`config.mk`:
```
export PLATFORM = sky130hd
export DESIGN_NAME = relu_maxpool
export DESIGN_NICKNAME = d
export VERILOG_FILES = /design/src/rtl/pool_pkg.sv /design/src/rtl/pool_line_buf.sv /design/src/rtl/relu_maxpool.sv
export SDC_FILE = /design/constraint.sdc
export NUM_CORES = 1
export LEC_CHECK = 0
export BUFFER_PORTS_ARGS = -buffer_cell sky130_fd_sc_hd__buf_2
export CAP_MARGIN = 20
export CORE_ASPECT_RATIO = 0.6
export CORE_MARGIN = 2
export CORE_UTILIZATION = 49
export CTS_CLUSTER_DIAMETER = 50
export DETAILED_ROUTE_END_ITERATION = 8
export PLACE_DENSITY = 0.67
export SYNTH_ARGS = -nofsm -noshare
export SYNTH_HDL_FRONTEND = slang
export SYNTH_SLANG_ARGS = --single-unit
```
`constraint.sdc`:
```
create_clock -name clk -period 12.2 [get_ports clk]
set_input_delay 3.05 -clock clk [delete_from_list [all_inputs] [get_ports clk]]
set_output_delay 3.05 -clock clk [all_outputs]
set_load 0.005 [all_outputs]
```
`src/rtl/pool_pkg.sv`:
```
// Shared widths, FSM state type and small arithmetic helpers for the
// ReLU + 2x2 max-pool stage that follows the convolution block.
package pool_pkg;

    localparam int CONV_RESULT_BITS = 11;
    localparam int PIC_SIZE         = 28;
    localparam int FMAP_SIZE        = 24;
    localparam int POOL_SIZE        = FMAP_SIZE / 2;

    // Width of a ReLU'd (non-negative, sign-stripped) value.
    localparam int RES_W       = CONV_RESULT_BITS - 1;
    localparam int CONV_ADDR_W = $clog2(PIC_SIZE * PIC_SIZE);
    localparam int POOL_ADDR_W = $clog2(POOL_SIZE * POOL_SIZE);
    localparam int POS_W       = $clog2(FMAP_SIZE);
    localparam int LB_IDX_W    = $clog2(POOL_SIZE);

    typedef enum logic [1:0] {
        IDLE = 2'd0,
        RUN  = 2'd1,
        DONE = 2'd2
    } state_e;

    // Negative sums clamp to zero; otherwise the sign bit is dropped.
    function automatic logic [RES_W-1:0] relu(input logic [CONV_RESULT_BITS-1:0] x);
        return x[CONV_RESULT_BITS-1] ? '0 : x[RES_W-1:0];
    endfunction

    function automatic logic [RES_W-1:0] umax(input logic [RES_W-1:0] a,
                                               input logic [RES_W-1:0] b);
        return (a > b) ? a : b;
    endfunction

endpackage

```
`src/rtl/pool_line_buf.sv`:
```
// One row of horizontal pair maxima, written on even map rows and read
// back on the following odd row to finish each 2x2 window.
module pool_line_buf
    import pool_pkg::*;
#(
    parameter int DEPTH = POOL_SIZE,
    parameter int WIDTH = RES_W,
    parameter int IDX_W = LB_IDX_W
) (
    input  logic             clk,
    input  logic             we,
    input  logic [IDX_W-1:0] waddr,
    input  logic [WIDTH-1:0] wdata,
    input  logic [IDX_W-1:0] raddr,
    output logic [WIDTH-1:0] rdata
);

    logic [WIDTH-1:0] mem_q [DEPTH];

    // Synchronous write; contents need no reset since every entry is
    // rewritten on an even row before the odd row reads it.
    always_ff @(posedge clk) begin
        if (we) begin
            mem_q[waddr] <= wdata;
        end
    end

    // Combinational read; out-of-range indices return zero.
    always_comb begin
        rdata = '0;
        if (int'(raddr) < DEPTH) begin
            rdata = mem_q[raddr];
        end
    end

endmodule

```
`src/rtl/relu_maxpool.sv`:
```
// ReLU followed by 2x2 stride-2 max pooling over the convolution result
// stream. Position is tracked internally; the incoming address is only
// checked for ordering. One pooled value is emitted per window, registered
// in the cycle after the window's bottom-right sample.
module relu_maxpool
    import pool_pkg::*;
(
    input  logic                        clk,
    input  logic                        rst,
    input  logic                        conv_result_valid,
    input  logic [CONV_RESULT_BITS-1:0] conv_result,
    input  logic [CONV_ADDR_W-1:0]      conv_result_addr,
    input  logic                        conv_finish,
    output logic                        pool_valid,
    output logic [RES_W-1:0]            pool_result,
    output logic [POOL_ADDR_W-1:0]      pool_addr,
    output logic                        pool_finish,
    output logic                        order_err,
    output state_e                      dbg_state
);

    // Handshake: conv_result_valid is a plain strobe with no ready; every
    // asserted cycle is consumed. pool_valid / pool_finish are one-cycle
    // pulses with no backpressure from downstream.

    localparam logic [POS_W-1:0] LAST_POS    = POS_W'(FMAP_SIZE - 1);
    localparam logic [POS_W-1:0] POOLED_EDGE = POS_W'(2 * POOL_SIZE);

    state_e                 state_q, state_d;
    logic [POS_W-1:0]       col_q, col_d;
    logic [POS_W-1:0]       row_q, row_d;
    logic [RES_W-1:0]       pair_q, pair_d;
    logic [POOL_ADDR_W-1:0] cnt_q, cnt_d;
    logic                   pool_valid_q, pool_valid_d;
    logic [RES_W-1:0]       pool_result_q, pool_result_d;
    logic [POOL_ADDR_W-1:0] pool_addr_q, pool_addr_d;
    logic                   pool_finish_q, pool_finish_d;
    logic                   order_err_q, order_err_d;

    logic                   lb_we;
    logic [LB_IDX_W-1:0]    lb_idx;
    logic [RES_W-1:0]       lb_rdata;
    logic [RES_W-1:0]       relu_val;
    logic [RES_W-1:0]       hmax;
    logic [CONV_ADDR_W-1:0] exp_addr;
    logic                   at_last;
    logic                   in_pool;

    assign relu_val = relu(conv_result);
    assign hmax     = umax(pair_q, relu_val);
    assign lb_idx   = LB_IDX_W'(col_q >> 1);
    assign exp_addr = CONV_ADDR_W'(row_q) * CONV_ADDR_W'(FMAP_SIZE) + CONV_ADDR_W'(col_q);
    assign at_last  = (col_q == LAST_POS) && (row_q == LAST_POS);
    // A trailing odd column/row would fall outside every window.
    assign in_pool  = (col_q < POOLED_EDGE) && (row_q < POOLED_EDGE);

    pool_line_buf u_line_buf (
        .clk   (clk),
        .we    (lb_we),
        .waddr (lb_idx),
        .wdata (hmax),
        .raddr (lb_idx),
        .rdata (lb_rdata)
    );

    // Datapath, position tracking and FSM next-state.
    always_comb begin
        state_d       = state_q;
        col_d         = col_q;
        row_d         = row_q;
        pair_d        = pair_q;
        cnt_d         = cnt_q;
        pool_valid_d  = 1'b0;
        pool_result_d = pool_result_q;
        pool_addr_d   = pool_addr_q;
        pool_finish_d = 1'b0;
        order_err_d   = order_err_q;
        lb_we         = 1'b0;

        if (conv_result_valid) begin
            if (conv_result_addr != exp_addr) begin
                order_err_d = 1'b1;
            end
            if (col_q == LAST_POS) begin
                col_d = '0;
                row_d = (row_q == LAST_POS) ? '0 : row_q + POS_W'(1);
            end else begin
                col_d = col_q + POS_W'(1);
            end
            if (!col_q[0]) begin
                pair_d = relu_val;
            end else if (in_pool) begin
                if (!row_q[0]) begin
                    lb_we = 1'b1;
                end else begin
                    pool_valid_d  = 1'b1;
                    pool_result_d = umax(lb_rdata, hmax);
                    pool_addr_d   = cnt_q;
                    cnt_d         = cnt_q + POOL_ADDR_W'(1);
                end
            end
        end

        case (state_q)
            IDLE: begin
                if (conv_result_valid) begin
                    state_d = RUN;
                end
            end
            RUN: begin
                if (conv_result_valid && at_last) begin
                    // Counters have wrapped to (0,0) on their own.
                    state_d = DONE;
                    cnt_d   = '0;
                end else if (conv_finish) begin
                    // Partial map: abandon position, flag the short map.
                    state_d     = DONE;
                    col_d       = '0;
                    row_d       = '0;
                    cnt_d       = '0;
                    order_err_d = 1'b1;
                end
            end
            DONE: begin
                pool_finish_d = 1'b1;
                pool_addr_d   = '0;
                state_d       = conv_result_valid ? RUN : IDLE;
            end
            default: state_d = IDLE;
        endcase
    end

    // State and output registers with synchronous reset.
    always_ff @(posedge clk) begin
        if (rst) begin
            state_q       <= IDLE;
            col_q         <= '0;
            row_q         <= '0;
            pair_q        <= '0;
            cnt_q         <= '0;
            pool_valid_q  <= 1'b0;
            pool_result_q <= '0;
            pool_addr_q   <= '0;
            pool_finish_q <= 1'b0;
            order_err_q   <= 1'b0;
        end else begin
            state_q       <= state_d;
            col_q         <= col_d;
            row_q         <= row_d;
            pair_q        <= pair_d;
            cnt_q         <= cnt_d;
            pool_valid_q  <= pool_valid_d;
            pool_result_q <= pool_result_d;
            pool_addr_q   <= pool_addr_d;
            pool_finish_q <= pool_finish_d;
            order_err_q   <= order_err_d;
        end
    end

    assign pool_valid  = pool_valid_q;
    assign pool_result = pool_result_q;
    assign pool_addr   = pool_addr_q;
    assign pool_finish = pool_finish_q;
    assign order_err   = order_err_q;
    assign dbg_state   = state_q;

endmodule

```
# --- Yosys cells after proc, flatten, opt, wreduce, memory -nomap -nowiden ---
# Memory sizes are Yosys's and may differ from the RTL's. A register that Yosys moved wholly into a read port is not among the register bits.
# Index checks and enable logic that the tools add are counted.
totals:
  register_bits: 51
  ram_bits: 120
  mem_count: 1
  out_inout_bits: 23
  wordCells: 81
memory_table:
  columns: ["memory", "words", "word_bits", "read_ports", "rd_clocked_by_memory_dff", "write_ports", "line_no", "source"]
  rows:
  - ["u_line_buf.mem_q", 12, 10, 1, 1, 1, "pool_line_buf.sv:18", "logic [WIDTH-1:0] mem_q [DEPTH];"]
classes:
  multipliers: 1
  n_lt_le_gt_ge: 5
  add_sub_neg: 4
  n_eq_ne: 7
  bitwise: 3
  reduce_logical: 9
  muxes: 41
op_table:
  columns: ["cell", "n"]
  rows:
  - ["8-bit 2-to-1 mux", 7]
  - ["5-bit 2-to-1 mux", 11]
  - ["10-bit 2-to-1 mux", 4]
  - ["10-bit > comparator", 2]
  - ["1-bit 2-to-1 mux", 14]
  - ["10-bit by 5-bit adder with 10-bit output", 1]
  - ["5-bit by 1-bit adder with 5-bit output (second input constant)", 2]
  - ["5-bit == test (second input constant)", 2]
  - ["5-bit < comparator (second input constant)", 2]
  - ["10-bit inequality test", 1]
  - ["8-bit by 1-bit adder with 8-bit output (second input constant)", 1]
  - ["5-bit by 2-bit multiplier with 7-bit output (second input constant)", 1]
  - ["2-bit 2-to-1 mux", 3]
  - ["2-bit case mux with 3 select lines", 1]
  - ["4-bit < comparator (second input constant)", 1]
  - ["4-bit 2-to-1 mux", 1]
  - ["2-bit AND reduction", 2]
  - ["4-bit AND reduction", 1]
  - ["4-bit OR reduction", 1]
  - ["1-bit logical AND", 3]
  - ["3-bit inequality test (second input constant)", 1]
  - ["1-bit inverter", 3]
  - ["2-bit by 1-bit == test with 1-bit output (second input constant)", 1]
  - ["2-bit == test (second input constant)", 1]
  - ["other kinds (3)", 3]

# --- Depth between registers and ports, before layout ---
# Gate-level depths: netlist (run 1).
logic_depth:
  depth_word: 8
  mapped_depth: 17

# --- By module ---
# Synthesis (run 1) repeated with hierarchy kept, for this count alone.
unflattened:
  hier_cells: 576
  hier_area_um2: 7817.5
modules_own_cells:
  columns: ["mod", "cells_per_inst", "seq_area_each_um2", "instances", "area_each_um2"]
  rows:
  - ["pool_line_buf", 212, 3603.5, 1, 4657.0]
  - ["relu_maxpool", 364, 1021.0, 1, 3160.5]

# --- Worst setup path after synthesis (run 1) ---
# OpenSTA, ideal clock, no wires.
synth_path:
  path_kind: "input port to flip-flop"
  startpoint: "input port conv_result[9]"
  endpoint: "register pool_result_q[0], in the netlist pool_result[0]"
  arrival_ns: 6.267
  t_required_ns: 12.140
  path_stages: 17
  setup_slack_ns: 5.872
  setup_time_ns: 0.060
  cell_sequence: "nor2b_1 > inv_1 > ha_1 > nand2_1 > o21a_1 > a32o_1 > a31oi_4 > mux2_2 > inv_1 > ha_1 > a21oi_1 > o22ai_1 > o21a_1 > o21ai_0 > and2_1 > buf_1 > a221o_1"
synth_via:
  elab_chain_cells: 5
synth_lines:
  columns: ["element", "line_no", "source"]
  rows:
  - ["from (decl)", "relu_maxpool.sv:11", "input logic [CONV_RESULT_BITS-1:0] conv_result,"]
  - ["10-bit 2-to-1 mux", "pool_pkg.sv:25", "return x[CONV_RESULT_BITS-1] ? '0 : x[RES_W-1:0];"]
  - ["10-bit > comparator", "pool_pkg.sv:30", "return (a > b) ? a : b;"]
  - ["10-bit 2-to-1 mux", "pool_pkg.sv:30", null]
  - ["net hmax[2]", "relu_maxpool.sv:44", "logic [RES_W-1:0] hmax;"]
  - ["10-bit > comparator", "pool_pkg.sv:30", null]
  - ["10-bit 2-to-1 mux", "pool_pkg.sv:30", null]
  - ["to (signal assigned)", "relu_maxpool.sv:153", "pool_result_q <= pool_result_d;"]
  - ["to (decl)", "relu_maxpool.sv:35", "logic [RES_W-1:0] pool_result_q, pool_result_d;"]
# The timed path passes the listed nets, and every way through them passes these cells.
# A chain may end at the register's enable or synchronous reset.

# --- Worst setup path in the final report (run 1) ---
layout_path:
  startpoint: "input port conv_result[10]"
  endpoint: "register pool_result_q[2], in the netlist pool_result[2]"
layout_via:
  elab_chain_cells: 5
layout_lines:
  columns: ["element", "line_no"]
  rows:
  - ["10-bit 2-to-1 mux (*)", "pool_pkg.sv:25"]
  - ["10-bit > comparator", "pool_pkg.sv:30"]
  - ["10-bit 2-to-1 mux (*)", "pool_pkg.sv:30"]
  - ["net hmax[2]", "relu_maxpool.sv:44"]
  - ["10-bit > comparator", "pool_pkg.sv:30"]
  - ["10-bit 2-to-1 mux (*)", "pool_pkg.sv:30"]
# The timed path passes the listed nets; every way through them passes the cells marked *.

==> metrics.csv, run 1 <==
stage;metric;value;unit
worst_hold_path;HP Class;flip-flop to flip-flop;
power;Internal;0.9490;mW
synth;Mapped Cells;582;
timing;Slew @ Worst Pin;1.100;ns
setup_path;Critical Path Fanout Max;14;
floorplan;area of the die;0.01692;mm^2
drt;remaining antenna violation count;0;
global_route;grt ovf;0;
timing;final hold vios;0;
drt;drt initial violations;532;
clock_tree;CTS H-tree depth;4;
power;Sequential Power Share;0.506;
setup_path;crit path buf inv count;3;
clock_tree;root buffer cell;clkbuf_16;
run;Max-Cap Viols;0;
power;Switching Fraction;0.2384;
clock_tree;Hold Buf Count CTS;0;
drt;Vias;4972;
timing;post-layout min period;6.600;ns
timing;Worst Clk Skew;0.01418;ns
timing;final setup fails;0;
floorplan;Placeable Area;0.01541;mm^2
setup_path;crit start category;input port;
setup_path;CP max-delay cell;mux2_2;
synth;top cell type's share of synthesized area;0.4635;
setup_path;critical path type;input port to flip-flop;
synth;yosys warns;0;
synth;Synth cell types;47;
placement;dpl cell area;0.008203;mm^2
floorplan;Starting Density;0.5044;
power;Pwr Density;140.6;mW/mm^2
synth;register area share after synthesis;0.5948;
synth;ys async rst share;0;
synth;number of flops mapped to enable cells by yosys;120;
power;Comb pwr share;0.067;
final_layout;post-route cell area;0.008860;mm^2
global_route;vias in the first global route;4930;
floorplan;# IOs;48;
floorplan;FP Rows;35;
run_status;status;completed;
global_route;pin count of the biggest net entering global routing;42;
timing;Fin Setup TNS;0;ns
setup_path;CP peak stage delay;0.52;ns
timing;Hold WS;0.4554;ns
timing;max_slew headroom;0.2637;
setup_path;Worst EP required;12.56;ns
drt;Post-Route WL;17940;um
floorplan;die width;166.6;um
drt;routed len/inst;21.08;um
drt;DRC;0;
synth;syn avg cell area;13.36;um^2
placement;gpl congestion;0.8901;
synth;syn_nets;640;
clock_tree;CTS Buf Count;17;
final_layout;Antenna Cells;0;
drt;drt pass-1 iters;6;
placement;IO Port Bufs;47;
placement;HPWL after DPL;12040;um
clock_tree;CTS Sinks;171;
setup_path;critical path, cell by cell;buf_2 -> nor2b_1 -> inv_1 -> ha_1 -> nand4_1 -> nor2_1 -> a32o_1 -> a31oi_4 -> mux2_2 -> inv_1 -> ha_1 -> a21oi_1 -> o22ai_1 -> o21a_1 -> o21ai_0 -> and2_1 -> a221o_1;
synth;Most used DFF post-synth;edfxtp_1;
final_layout;Layout Nets;693;
clock_tree;CTS Buffer Depth;2;
global_route;initial antenna violation count;0;
clock_tree;clock-pin slew on the worst setup and hold paths;0.07;ns
global_route;global-route wire length before repair;28050;um
timing;Pins Over Slew Limit;0;
power;Clock Power Share;0.427;
setup_path;CP delay by family, top;compound AO/OA/AOI/OAI gates;
floorplan;Die Span Y;101.6;um
power;sw power;0.2971;mW
timing;Max Fclk;151.5;MHz
final_layout;final core occ;0.5748;
final_layout;layout cell share with drive strength beyond 1;0.2207;
power;Max VDD drop;99.93;uV
clock_tree;Resize count post-CTS;0;
final_layout;area grow syn2layout;13.95;%
timing;Final Cycle Share;0.5410;
synth;Synth Cell Area;0.007775;mm^2
setup_path;Worst EP arrival;6.96;ns
synth;Seq cells post-synth;171;
synth;synth top area cells;edfxtp_1 46%, dfxtp_1 13%, mux4_2 8.4%;
clock_tree;CTS tree;yes;
synth;cell taking the most area after synthesis;edfxtp_1;
global_route;Total GRT Usage;0.2224;
power;leakage power total;3.207;nW
setup_path;crit end category;flip-flop;
clock_tree;Clock Latency Late Sink;0.42;ns
clock_tree;postcts setup bufs;0;
timing;RSZ-0062 raised after global routing;no;
drt;Vias/cell;5.843;
[area by class of cell]
type | instances | area [um^2]
Fill cell | 1258 | 6555
Sequential cell | 171 | 4626
Multi-Input combinational cell | 351 | 2900
Clock buffer | 17 | 425.4
Timing Repair Buffer | 61 | 377.9
Tap cell | 203 | 254.0
Clock inverter | 15 | 152.6
Inverter | 33 | 123.9
[registers in the layout (all words and copies together) (netlist names)]
name / cells
u_line_buf.mem_q: 120
pair_q: 10
pool_result: 10
cnt_q: 8
pool_addr: 8
col_q: 5
row_q: 5
dbg_state: 2
order_err: 1
pool_finish: 1
pool_valid: 1
[power by group through the flow]
| stage | logic [mW] | clock network, mW | registers, mW |
|---|---|---|---|
| global route | 0.0930 | 0.564 | 0.631 |
| finish | 0.0835 | 0.532 | 0.631 |
| global placement | 0.0788 | 0 | 0.643 |
| CTS | 0.0831 | 0.538 | 0.631 |
| detailed placement | 0.0825 | 0 | 0.644 |
| floorplan | 0.0575 | 0 | 0.642 |
[path summary, 6_finish.rpt]
kind         slack [ns]                           to  cells after the start                      start
max                5.60  pool_result[2]$_SDFFE_PP0P_                     17            conv_result[10]
min                0.46    pool_addr[7]$_SDFFE_PP0P_                      2  pool_addr[7]$_SDFFE_PP0P_
max reg2reg        8.34  pool_result[2]$_SDFFE_PP0P_                     14     pair_q[9]$_SDFFE_PP0P_
min reg2reg        0.46    pool_addr[7]$_SDFFE_PP0P_                      2  pool_addr[7]$_SDFFE_PP0P_
[cells in the mapped netlist (17+ instances only)]
cell,n
inv_1,33
nand2_1,46
nor2b_1,18
nor2_1,34
a21oi_1,37
dfxtp_1,51
ha_1,31
mux4_2,29
xor2_1,17
edfxtp_1,120
[cells by family after synthesis]
group / share of synthesized area
multiplexers: 0.1168
buffers and inverters: 0.03476
AO/OA/AOI/OAI: 0.06276
flip-flops: 0.5948
XOR/XNOR: 0.03154
AND/OR/NAND/NOR: 0.1043
adder cells (fa/ha/maj): 0.05504
[through the flow]
step	total power, mW	cells	worst slack [ns]
after floorplan	0.6999	582	5.872
after global placement	0.7221	809	5.431
after detailed placement	0.7261	812	5.223
after CTS	1.252	844	5.649
after global routing	1.288	851	5.343
final	1.246	851	5.600
[worst min-delay path, stage by stage (launching register included)]
cell	delay, ns
dfxtp_1	0.31
nand2_1	0.05
a21oi_1	0.05
[routing by layer]
layer / track usage / wire (um)
met3: 0.06096 / 1417
met1: 0.3359 / 8841
met5: 0 / 0
met4: 0.06034 / 139
met2: 0.3175 / 7544
[cell usage in the layout, fill, tap and decap left out, types with 12 or more instances in the layout]
| master | netlist | layout |
|---|---|---|
| clkbuf_16 | 0 | 17 |
| mux2i_1 | 12 | 12 |
| nand3_1 | 12 | 12 |
| nand2_1 | 46 | 46 |
| buf_2 | 7 | 47 |
| edfxtp_1 | 120 | 120 |
| a21oi_1 | 37 | 37 |
| mux4_2 | 29 | 29 |
| dfxtp_1 | 51 | 50 |
| nor2_1 | 34 | 34 |
| nor2b_1 | 18 | 18 |
| xor2_1 | 17 | 17 |
| ha_1 | 31 | 31 |
| inv_1 | 33 | 33 |
Power figures use the tool's default switching activity.
==> inputs of run 2 (changes only) <==
==> constraint.sdc (replaced) <==
create_clock -name clk -period 6.61 [get_ports clk]
set_input_delay 1.6525 -clock clk [delete_from_list [all_inputs] [get_ports clk]]
set_output_delay 1.6525 -clock clk [all_outputs]
set_load 0.005 [all_outputs]
==> run 2 against run 1 <==
Combinational power rose by 83%; sequential power rose by 84%; critical endpoint unchanged; die area did not move; register-to-register slack got worse by 5.8 ns; highest routed layer unchanged; clock-buffer cell count did not move; largest power group unchanged.
==> metrics.csv, run 2 (synthesis results as in run 1) <==
stage;metric;value;unit;change
run_status;status;completed;;
setup_path;CP max-delay cell;nor3_2;;
timing;final hold vios;0;;unchanged
power;leakage power total;3.222;nW;+0.48%
worst_hold_path;Hold Path Depth;2;;unchanged
setup_path;Reg2Reg Launch Point;col_q[2]$_SDFF_PP0_;;
setup_path;critical path, cell by cell;buf_2 -> nor2b_1 -> inv_1 -> ha_1 -> nand2_1 -> o21a_1 -> a32o_1 -> a31oi_4 -> mux2_2 -> inv_1 -> ha_1 -> nand3_1 -> o22ai_1 -> o21a_1 -> o21ai_0 -> nor3_2 -> a221o_1;;
setup_path;Worst EP arrival;5.64;ns;-1.32 ns
clock_tree;CTS Sinks;171;;unchanged
placement;IO Port Bufs;47;;unchanged
power;Clock Power Share;0.440;;+0.013
clock_tree;clock-pin slew on the worst setup and hold paths;0.07;ns;about the same
global_route;grt ovf;0;;unchanged
setup_path;Reg2Reg Capture Point;pool_result[2]$_SDFFE_PP0P_;;
timing;max_slew headroom;0.2750;;+0.01133
run;Max-Cap Viols;0;;unchanged
power;Internal;1.821;mW;+92%
final_layout;post-route cell area;0.008882;mm^2;+0.25%
worst_hold_path;Worst Hold Path EP;pool_addr[7]$_SDFFE_PP0P_;;
clock_tree;Clock Latency Late Sink;0.42;ns;about the same
setup_path;CP peak stage delay;0.59;ns;+0.07 ns
timing;RSZ-0062 raised after global routing;no;;
power;Comb pwr share;0.065;;-0.002
drt;Vias/cell;5.810;;-0.56%
timing;Pins Over Slew Limit;0;;unchanged
worst_hold_path;HP Class;flip-flop to flip-flop;;
drt;remaining antenna violation count;0;;unchanged
final_layout;Largest register FFs;120;;unchanged
floorplan;Die Span Y;101.6;um;unchanged
clock_tree;root buffer cell;clkbuf_16;;
drt;drt pass-1 iters;6;;unchanged
clock_tree;CTS tree;yes;;
timing;post-layout min period;5.276;ns;
floorplan;Starting Density;0.5044;;unchanged
timing;Max Fclk;189.5;MHz;
floorplan;die width;166.6;um;unchanged
placement;dpl cells;811;;-0.12%
timing;Slew @ Worst Pin;1.082;ns;-0.01883 ns
clock_tree;Hold Buf Count CTS;0;;unchanged
clock_tree;CTS H-tree depth;4;;unchanged
placement;HPWL after DPL;11730;um;-2.6%
floorplan;# IOs;48;;unchanged
clock_tree;CTS Buffer Depth;2;;unchanged
setup_path;reg-to-reg slack, setup;2.50;ns;-5.84 ns
floorplan;FP Rows;35;;unchanged
final_layout;final non-filler cell total;851;;unchanged
setup_path;crit end category;flip-flop;;
drt;routed len/inst;20.66;um;-2.0%
timing;Final Cycle Share;0.7982;;
drt;DRC;0;;unchanged
power;Switching Fraction;0.2259;;-0.01254
drt;Post-Route WL;17580;um;-2.0%
drt;Vias;4944;;-0.56%
final_layout;Antenna Cells;0;;unchanged
drt;drt initial violations;572;;+7.5%
placement;gpl congestion;0.8899;;about the same
power;Sequential Power Share;0.495;;-0.011
global_route;global-route wire length before repair;27500;um;-1.9%
timing;final setup fails;0;;unchanged
global_route;pin count of the biggest net entering global routing;40;;-4.8%
global_route;vias in the first global route;4840;;-1.8%
clock_tree;CTS Buf Count;17;;unchanged
global_route;Total GRT Usage;0.2176;;-0.004868
worst_hold_path;Hold Startpoint;pool_addr[7]$_SDFFE_PP0P_;;
setup_path;reg2reg path depth;11;;-3
final_layout;layout cell share with drive strength beyond 1;0.2191;;-0.001543
final_layout;most common cell after layout, fill and taps aside;edfxtp_1;;
setup_path;Critical Path Fanout Max;14;;unchanged
clock_tree;Resize count post-CTS;0;;unchanged
global_route;initial antenna violation count;0;;unchanged
timing;Worst Clk Skew;0.01052;ns;-0.003663 ns
setup_path;crit start category;input port;;
timing;Fin Setup TNS;0;ns;unchanged
final_layout;most frequent cells in the layout;120 x edfxtp_1, 50 x dfxtp_1, 47 x buf_2, 46 x nand2_1, 37 x a21oi_1;;
power;Pwr Density;264.8;mW/mm^2;+88%
setup_path;Worst EP required;6.97;ns;-5.59 ns
setup_path;critical path type;input port to flip-flop;;
floorplan;Placeable Area;0.01541;mm^2;unchanged
floorplan;area of the die;0.01692;mm^2;unchanged
power;sw power;0.5312;mW;+79%
power;Max VDD drop;215.9;uV;+120%
final_layout;Most flops, register;u_line_buf.mem_q;;
final_layout;area grow syn2layout;14.24;%;
final_layout;Layout Nets;693;;unchanged
placement;dpl cell area;0.008192;mm^2;-0.14%
clock_tree;postcts setup bufs;0;;unchanged
run 2: critical path: cells and delay by family:
family | cells | cell delay (ns)
fa+ha+maj | 2 | 0.62
compound gates | 7 | 1.55
simple gates | 4 | 1.00
mux | 1 | 0.46
buf+inv | 3 | 0.33
run 2: metrics by stage:
stage,power [mW],setup WS (ns),hold WS [ns],utilization
final,2.352,1.334,0.4600,0.5762
after global routing,2.430,1.076,0.4800,0.5762
after CTS,2.370,1.358,0.4570,0.5711
after detailed placement,1.340,0.9405,0.4476,0.5314
after global placement,1.333,1.234,0.4429,0.5300
after floorplan,1.292,1.680,0.4436,-
run 2: layout make-up:
class	instances	area (um^2)
tap	203	254.0
clock inverter	15	186.4
fill	1246	6533
multi-input combinational	351	2900
inverter	33	123.9
sequential	171	4626
timing repair buffer	61	366.6
clock buffer	17	425.4
run 2: routing by layer:
| metal | routed length (um) | global-route usage |
|---|---|---|
| met5 | 0 | 0 |
| met4 | 159 | 0.05106 |
| met3 | 1379 | 0.05354 |
| met2 | 7326 | 0.3147 |
| met1 | 8713 | 0.3324 |
run 2: how the worst max path moves through the flow:
stage,end,slack (ns),cells after the start,startpoint
2_1_floorplan,pool_result[0]$_SDFFE_PP0P_,1.68,17,conv_result[9]
3_3_place_gp,pool_result[3]$_SDFFE_PP0P_,1.23,17,conv_result[10]
3_5_place_dp,pool_result[2]$_SDFFE_PP0P_,0.94,17,conv_result[10]
4_1_cts,pool_result[2]$_SDFFE_PP0P_,1.36,17,conv_result[10]
5_1_grt,pool_result[9]$_SDFFE_PP0P_,1.08,17,conv_result[10]
6_report,pool_result[2]$_SDFFE_PP0P_,1.33,17,conv_result[10]
run 2: power groups by stage:
| stage | sequential (mW) | combinational (mW) | clock [mW] |
|---|---|---|---|
| 6_report | 1.16 | 0.153 | 1.03 |
| 5_1_grt | 1.16 | 0.169 | 1.10 |
| 4_1_cts | 1.16 | 0.152 | 1.05 |
| 3_5_place_dp | 1.19 | 0.151 | 0 |
| 3_3_place_gp | 1.19 | 0.145 | 0 |
| 2_1_floorplan | 1.19 | 0.106 | 0 |
==> inputs of run 3 (changes only) <==
==> constraint.sdc (replaced) <==
create_clock -name clk -period 5.3 [get_ports clk]
set_input_delay 1.325 -clock clk [delete_from_list [all_inputs] [get_ports clk]]
set_output_delay 1.325 -clock clk [all_outputs]
set_load 0.005 [all_outputs]
==> run 3 against run 2 <==
Register-to-register slack got worse by 1.1 ns; sequential cell count did not move; routed wire length rose by 3.9%; clock power rose by 23%; non-clock buffer count rose by 2; final area barely moved; global-route usage rose by 0.85 points; sequential power rose by 26%; critical path depth did not move; total power rose by 25%; die area did not move; clock-buffer cell count rose by 1; critical endpoint is now pool_result[1]$_SDFFE_PP0P_.
==> metrics.csv, run 3 (synthesis results as in run 1) <==
stage;metric;value;unit;change
run_status;status;completed;;
setup_path;CP peak stage delay;0.42;ns;-0.17 ns
clock_tree;CTS H-tree depth;4;;unchanged
placement;Post-Place Setup Slack;0.1325;ns;-0.8080 ns
timing;max_slew headroom;0.2521;;-0.02292
clock_tree;Resize count post-CTS;0;;unchanged
timing;RSZ-0062 raised after global routing;no;;
setup_path;WP depth;17;;unchanged
clock_tree;clock-pin slew on the worst setup and hold paths;0.07;ns;about the same
setup_path;critical path, cell by cell;buf_2 -> nor2b_1 -> inv_1 -> ha_1 -> nand4_1 -> nor2_1 -> a32o_1 -> a31oi_4 -> mux2_2 -> inv_1 -> ha_1 -> a21o_1 -> a21oi_1 -> o21ai_0 -> o21ai_0 -> and2_1 -> a221o_1;;
setup_path;Critical Path Fanout Max;10;;-4
clock_tree;postcts setup bufs;0;;unchanged
global_route;Total GRT Usage;0.2260;;+0.008476
setup_path;CP Launch Point;conv_result[10];;
floorplan;Die Span Y;101.6;um;unchanged
drt;DRC;0;;unchanged
drt;routed len/inst;21.40;um;+3.6%
floorplan;area of the die;0.01692;mm^2;unchanged
timing;Pins Over Slew Limit;0;;unchanged
drt;remaining antenna violation count;0;;unchanged
final_layout;Layout Nets;695;;+0.29%
setup_path;Reg2Reg Capture Point;pool_result[1]$_SDFFE_PP0P_;;
final_layout;Largest register FFs;120;;unchanged
global_route;global-route wire length before repair;28160;um;+2.4%
timing;Slew @ Worst Pin;1.116;ns;+0.03419 ns
drt;Vias/cell;5.761;;-0.84%
timing;setup ws final;0.4236;ns;-0.9102 ns
setup_path;Setup crit end;pool_result[1]$_SDFFE_PP0P_;;
clock_tree;root buffer cell;clkbuf_16;;
floorplan;Starting Density;0.5044;;unchanged
global_route;pin count of the biggest net entering global routing;28;;-30%
power;Power, Total;2.931;mW;+25%
worst_hold_path;HP Class;flip-flop to flip-flop;;
final_layout;final non-filler cell total;853;;+0.24%
drt;drt pass-1 iters;5;;-1
setup_path;Worst EP arrival;5.23;ns;-0.41 ns
global_route;initial antenna violation count;0;;unchanged
setup_path;crit start category;input port;;
timing;post-layout min period;4.876;ns;
final_layout;fill cell count;1215;;-2.5%
clock_tree;Hold Buf Count CTS;0;;unchanged
placement;dpl cells;818;;+0.86%
floorplan;FP Rows;35;;unchanged
power;Max VDD drop;208.3;uV;-3.5%
global_route;grt ovf;0;;unchanged
drt;Vias;4914;;-0.61%
timing;final setup fails;0;;unchanged
setup_path;Reg2Reg Launch Point;col_q[1]$_SDFF_PP0_;;
drt;Post-Route WL;18260;um;+3.9%
global_route;vias in the first global route;4818;;-0.45%
final_layout;Most flops, register;u_line_buf.mem_q;;
final_layout;area grow syn2layout;14.15;%;about the same
timing;Fin Setup TNS;0;ns;unchanged
run;Max-Cap Viols;0;;unchanged
timing;Worst Clk Skew;0.01311;ns;+0.002589 ns
clock_tree;CTS Buf Count;17;;unchanged
final_layout;Antenna Cells;0;;unchanged
timing;Final Cycle Share;0.9201;;
placement;IO Port Bufs;47;;unchanged
setup_path;CP max-delay cell;mux2_2;;
placement;gpl congestion;0.8163;;-8.3%
setup_path;critical path type;input port to flip-flop;;
timing;final hold vios;0;;unchanged
setup_path;crit path buf inv count;3;;unchanged
final_layout;most frequent cells in the layout;120 x edfxtp_1, 50 x dfxtp_1, 47 x buf_2, 46 x nand2_1, 37 x a21oi_1;;
setup_path;Worst EP required;5.65;ns;-1.32 ns
setup_path;reg-to-reg slack, setup;1.36;ns;-1.14 ns
final_layout;area of the multi-input gates;0.002900;mm^2;unchanged
final_layout;register area;0.004626;mm^2;unchanged
power;Pwr Density;330.3;mW/mm^2;+25%
clock_tree;Clock Latency Late Sink;0.42;ns;about the same
power;leakage power total;3.222;nW;about the same
drt;drt initial violations;574;;+0.35%
clock_tree;CTS tree;yes;;
floorplan;# IOs;48;;unchanged
timing;Hold WS;0.4552;ns;-0.004766 ns
floorplan;Placeable Area;0.01541;mm^2;unchanged
final_layout;most common cell after layout, fill and taps aside;edfxtp_1;;
floorplan;die width;166.6;um;unchanged
setup_path;reg2reg path depth;10;;-1
placement;HPWL after DPL;12870;um;+9.8%
timing;Max Fclk;205.1;MHz;
clock_tree;CTS Sinks;171;;unchanged
setup_path;crit end category;flip-flop;;
final_layout;layout cell share with drive strength beyond 1;0.2215;;+0.002403
setup_path;CP delay by family, top;compound AO/OA/AOI/OAI gates;;
clock_tree;CTS Buffer Depth;2;;unchanged
## run 3: changes by cell type in the layout (fill, tap and decap cells not counted)
| cell | delta |
|---|---|
| clkinv_8 | +1 |
| buf_6 | -5 |
| inv_6 | -1 |
| clkinv_1 | -1 |
| clkinv_4 | +2 |
| buf_4 | +7 |
| bufinv_16 | -1 |
| clkinv_2 | -2 |
| clkbuf_1 | +1 |
| inv_8 | +1 |
## run 3: layout make-up
| type | count | area share |
|---|---|---|
| Clock buffer | 18 | 0.04836 |
| Clock inverter | 14 | 0.02016 |
| Inverter | 33 | 0.01396 |
| Multi-Input combinational cell | 351 | 0.3268 |
| Sequential cell | 171 | 0.5212 |
| Tap cell | 203 | 0.02862 |
| Timing Repair Buffer | 63 | 0.04089 |
## run 3: worst min-delay path by stage
stage	start	end	depth (start not counted)
2_1_floorplan	cnt_q[7]$_SDFF_PP0_	pool_addr[7]$_SDFFE_PP0P_	2
3_3_place_gp	pool_addr[1]$_SDFFE_PP0P_	pool_addr[1]$_SDFFE_PP0P_	2
3_5_place_dp	pool_addr[5]$_SDFFE_PP0P_	pool_addr[5]$_SDFFE_PP0P_	2
4_1_cts	pool_addr[5]$_SDFFE_PP0P_	pool_addr[5]$_SDFFE_PP0P_	2
5_1_grt	pool_addr[5]$_SDFFE_PP0P_	pool_addr[5]$_SDFFE_PP0P_	2
6_report	pool_addr[5]$_SDFFE_PP0P_	pool_addr[5]$_SDFFE_PP0P_	2
## run 3: tightest hold or removal path, stage by stage (launching register included)
cell	delay, ns
dfxtp_1	0.31
nand2_1	0.05
a21oi_1	0.05
## run 3: routing by layer
layer  global-route usage  wire [um]  part of all wire
met4              0.04775        163            0.0089
met2               0.3163       7421              0.41
met5                    0          0                 0
met3              0.05744       1581             0.087
met1               0.3550       9092              0.50
## run 3: power by group
| group | switching [mW] | internal (mW) | leakage [nW] |
|---|---|---|---|
| Sequential | 0.0130 | 1.45 | 1.51 |
| Combinational | 0.120 | 0.0785 | 1.42 |
| Clock | 0.558 | 0.716 | 0.294 |
## run 3: metrics by stage
| stage | instance area, um^2 | util |
|---|---|---|
| after floorplan | 7775 | - |
| after global routing | 8875 | 0.5757 |
| after detailed placement | 8237 | 0.5343 |
| after CTS | 8845 | 0.5738 |
| after global placement | 8237 | 0.5343 |
| final | 8875 | 0.5757 |
